[src/rtl/stopwatch_ctrl.sv]
// Stopwatch control: button debouncing plus run/lap/stop sequencing of the counter.
// Build option AUTO_STOP_EN: stop at counter terminal value and raise the sticky overflow flag.
module stopwatch_ctrl #(
  parameter int DEBOUNCE_CYCLES = 1000000
) (
  input  logic       clk100MHz,
  input  logic       rst,
  input  logic       tick,
  input  logic       start,
  input  logic       stop,
  input  logic       midstop,
  input  logic       clear,
  input  logic       cnt_max,
  output logic       cnt_en,
  output logic       cnt_clr,
  output logic       disp_freeze,
  output logic       lap_pulse,
  output logic [1:0] state,
  output logic       overflow
);
  // state | meaning
  // IDLE  | cleared, not counting
  // RUN   | counting, display live
  // LAP   | counting, display frozen on the lap capture
  // STOP  | halted, display shows final time
  typedef enum logic [1:0] {IDLE = 2'b00, RUN = 2'b01, LAP = 2'b10, STOP = 2'b11} state_t;

  localparam int CW = (DEBOUNCE_CYCLES > 2) ? $clog2(DEBOUNCE_CYCLES) : 1;
  localparam logic [CW-1:0] DB_LAST = CW'(DEBOUNCE_CYCLES - 1);

  // Button bit order: 0 start, 1 stop, 2 midstop, 3 clear
  logic [3:0]         btn_raw;
  logic [3:0]         sync_a;
  logic [3:0]         sync_b;
  logic [3:0]         stable;
  logic [3:0]         stable_d;
  logic [3:0]         press;
  logic [3:0][CW-1:0] db_cnt;

  assign btn_raw = {clear, midstop, stop, start};

  always_ff @(posedge clk100MHz or posedge rst) begin
    if (rst) begin
      sync_a   <= '0;
      sync_b   <= '0;
      stable   <= '0;
      stable_d <= '0;
      db_cnt   <= '0;
    end else begin
      sync_a   <= btn_raw;
      sync_b   <= sync_a;
      stable_d <= stable;
      for (int i = 0; i < 4; i++) begin
        if (sync_b[i] == stable[i]) begin
          db_cnt[i] <= '0;
        end else if (db_cnt[i] == DB_LAST) begin
          stable[i] <= sync_b[i];
          db_cnt[i] <= '0;
        end else begin
          db_cnt[i] <= db_cnt[i] + CW'(1);
        end
      end
    end
  end

  assign press = stable & ~stable_d;

  state_t st_q;
  state_t st_d;
  logic   lap_d;
  logic   clr_d;
  logic   freeze_d;
  logic   ovf_d;
  logic   auto_hit;

`ifdef AUTO_STOP_EN
  assign auto_hit = cnt_max & ((st_q == RUN) | (st_q == LAP));
`else
  logic unused_cnt_max;
  assign unused_cnt_max = cnt_max;
  assign auto_hit       = 1'b0;
`endif

  always_comb begin
    st_d     = st_q;
    lap_d    = 1'b0;
    clr_d    = 1'b0;
    freeze_d = disp_freeze;
    ovf_d    = overflow;
    if (press[3]) begin
      st_d     = IDLE;
      clr_d    = 1'b1;
      freeze_d = 1'b0;
      ovf_d    = 1'b0;
    end else if (auto_hit) begin
      // Leaving LAP still captures, so the display shows the terminal value
      st_d     = STOP;
      lap_d    = (st_q == LAP);
      freeze_d = 1'b0;
      ovf_d    = 1'b1;
    end else begin
      case (st_q)
        IDLE: if (press[0]) st_d = RUN;
        RUN: begin
          if (press[1]) begin
            st_d = STOP;
          end else if (press[2]) begin
            st_d     = LAP;
            lap_d    = 1'b1;
            freeze_d = 1'b1;
          end
        end
        LAP: begin
          if (press[1]) begin
            st_d     = STOP;
            lap_d    = 1'b1;
            freeze_d = 1'b0;
          end else if (press[2]) begin
            st_d     = RUN;
            freeze_d = 1'b0;
          end
        end
        STOP: if (press[0]) st_d = RUN;
        default: st_d = IDLE;
      endcase
    end
  end

  always_ff @(posedge clk100MHz or posedge rst) begin
    if (rst) begin
      st_q        <= IDLE;
      lap_pulse   <= 1'b0;
      cnt_clr     <= 1'b0;
      disp_freeze <= 1'b0;
      overflow    <= 1'b0;
    end else begin
      st_q        <= st_d;
      lap_pulse   <= lap_d;
      cnt_clr     <= clr_d;
      disp_freeze <= freeze_d;
      overflow    <= ovf_d;
    end
  end

  assign state  = st_q;
  assign cnt_en = tick & ((st_q == RUN) | (st_q == LAP)) & ~auto_hit;

endmodule

[config.mk]
export PLATFORM = sky130hd
export DESIGN_NAME = stopwatch_ctrl
export DESIGN_NICKNAME = d
export VERILOG_FILES = /design/src/rtl/stopwatch_ctrl.sv
export SDC_FILE = /design/constraint.sdc
export NUM_CORES = 1
export LEC_CHECK = 0
export ABC_AREA = 1
export CORE_MARGIN = 1.5
export CORE_UTILIZATION = 55
export DETAILED_ROUTE_END_ITERATION = 10
export DONT_BUFFER_PORTS = 1
export HOLD_SLACK_MARGIN = 0.1
export MAX_ROUTING_LAYER = met4
export PLACE_DENSITY = 0.72
export SLEW_MARGIN = 20
export SYNTH_ARGS = -nofsm -noshare
export SYNTH_HDL_FRONTEND = slang
export SYNTH_SLANG_ARGS = --single-unit
[constraint.sdc]
create_clock -name clk100MHz -period 4.6 [get_ports clk100MHz]
set_clock_uncertainty 0.15 [all_clocks]
set_input_delay 0.92 -clock clk100MHz [delete_from_list [all_inputs] [get_ports clk100MHz]]
set_output_delay 0.92 -clock clk100MHz [all_outputs]
set_load 0.005 [all_outputs]
==> reports/metrics.cfg <==
[drt]
vias=4155
firstDrtPassIters=5
antenna_left=0
drt-initial-drc-count=135
via_per_inst=5.07
drc=0
wl_per_cell_um=12.1
postRouteWirelength_um=9900

[synthesis]
syn-mean-instance-area_um2=7.92
synth_ff_type=dfrtp_1
netlist_area_um2=5350
synth_seq_area_share_pct=47.2
yosys-top-cells-area=dfrtp_1, nor2_1, nand2_1
synth-seq-cells=101
synth-async-reset-ratio_pct=100
synth_top_area_share_pct=47.2
yosysWarnings=0
synth_cell_type_count=31
synth_fp_nets=690
yosysTopAreaCell=dfrtp_1
synth_edf_count=0
postSynthCellCount=676

[worst_setup_path]
crit_path_end_kind=primary output
crit_buf_inv=1
start_kind=flop
path_max_fanout=4
worstPathCellList=inv_1, ha_1, nor2_1
critPathKind=reg2out
crit_family=flip-flops
max_stage_delay_ps=420
required_ps=3530
arrival_ps=1290
crit_slowest_cell=dfrtp_1

[pwr]
p_total_mw=1.56
powerDensity_nw_per_um2=272
leakage_nw=2.46
ir_drop_uv=262

[global_route]
grt_pass1_wl_um=17700
grt_overflow=0
grtUsageTotal_pct=22.4
antenna_found_initial=0
grt_max_degree=78
grt_pass1_vias=4020

[floorplanning]
placementRows=35
fp.coreArea_um2=9330
die_w_um=102
start_util_pct=57.4
io_pins=15
die_h_um=102
die_area_um2=10300

[clock_tree]
htreeDepth=3
cts.sinks=101
insertion_delay_ps=370
clk_pin_slew_ps=100
root_buffer=clkbuf_8
ctsHoldBuffers=0
clk_path_buf_depth=2
cts_setup_buffers=0
cts_resized=0
cts_buffers=9
cts_tree=done

[sta]
relSlewSlack_pct=38.7
hold_ws_ps=218
post-route-period-util_pct=51.3
final_max_slew_viol_count=0
tns_ps=0
final-hold-violation-count=0
rsz0062_at_grt=no
period_minus_slack_ps=2360
fmax_mhz=423
worstMarginPinSlew_ps=919
setup_violations=0

[placed_design]
io_buffers=0
dpl.hpwl_um=7160
place_congestion=0.921
place_area_um2=5510

[layout]
antenna_cells=0
syn2layout_area_growth_pct=6.94
final_common_cell=nor2_1
utilization_pct=61.4
finish.instance_area_um2=5730
mostFrequentLayoutCells=nor2_1, nand2_1, dfrtp_1
drive_gt1_share_pct=8.12
fin_nets=699

[outcome]
status=finished clean

[run]
maxCapViolations=0

[worst_hold_path]
hold_path_class=reg2reg

power by group:
group	internal (mW)	switching, mW	total [mW]
Combinational	0.0132	0.0403	0.0536
Sequential	0.899	0.00998	0.909
Clock	0.298	0.295	0.593
final timing paths:
path | from | endpoint | slack [ps] | cells after the start
min in group asynchronous | rst | sync_a[0] | 480 | 1
worst max register to register | db_cnt[20] | db_cnt[29] | 2810 | 6
max in group asynchronous | rst | disp_freeze | 2940 | 2
worst max-delay path | state[0] | cnt_en | 2240 | 3
worst min register to register | sync_a[1] | sync_b[1] | 220 | 0
worst min-delay path | sync_a[1] | sync_b[1] | 220 | 0
synthesized netlist by cell type, types with 2 or more instances:
cell type and instances:
nor3b_1 2, a21oi_1 11, nor2_1 175, nand3b_1 2
nand2_4 2, and2_1 2, buf_2 2, nor2_4 6
nand3_1 71, o21ai_1 4, nor3_4 2, or2_2 2
nand2_1 122, nand3_2 4, dfrtp_1 101, inv_2 2
xor2_2 2, o21ai_0 9, nand4_1 4, inv_1 67
xnor2_1 16, nand2_2 8, nor2_2 7, ha_1 6
nand3_4 2, nor3_1 11, xor2_1 30
routing by layer:
| metal | share of wire (%) | GRT usage [%] |
|---|---|---|
| met1 | 48 | 29.3 |
| met2 | 47 | 34.7 |
| met3 | 2.8 | 4.42 |
| met4 | 1.6 | 8.23 |
| met5 | 0 | - |
flip-flops by register name, indices dropped and copies added (netlist names):
register	flops
state	2
sync_a	4
disp_freeze	1
lap_pulse	1
sync_b	4
stable_d	4
cnt_clr	1
stable	4
db_cnt	80
stage by stage:
step / std cells / setup WS (ps)
after floorplan: 676 / 883
after CTS: 819 / 2210
after global routing: 819 / 2140
after detailed placement: 803 / 2470
after global placement: 803 / 2470
final: 819 / 2240
final cells by class:
type / count / area (µm²)
Fill cell: 849 / 3600
Clock buffer: 12 / 165
Clock inverter: 4 / 52.6
Tap cell: 129 / 161
Timing Repair Buffer: 1 / 7.51
Multi-Input combinational cell: 503 / 2550
Inverter: 69 / 262
Sequential cell: 101 / 2530
logic make-up (layout without fill, tap and decap cells):
| group | Yosys count | in the layout | share of synthesized area, % |
|---|---|---|---|
| and+or+nand+nor | 424 | 424 | 35.8 |
| AOI/OAI and AO/OA | 24 | 24 | 2.24 |
| DFF | 101 | 101 | 47.2 |
| buffers and inverters | 72 | 86 | 5.16 |
| adders and majority gates | 6 | 6 | 1.40 |
| other | 1 | 1 | 0.0700 |
| xor gates and xnor gates | 48 | 48 | 8.13 |
No activity file was read; power rests on OpenSTA's default activity.
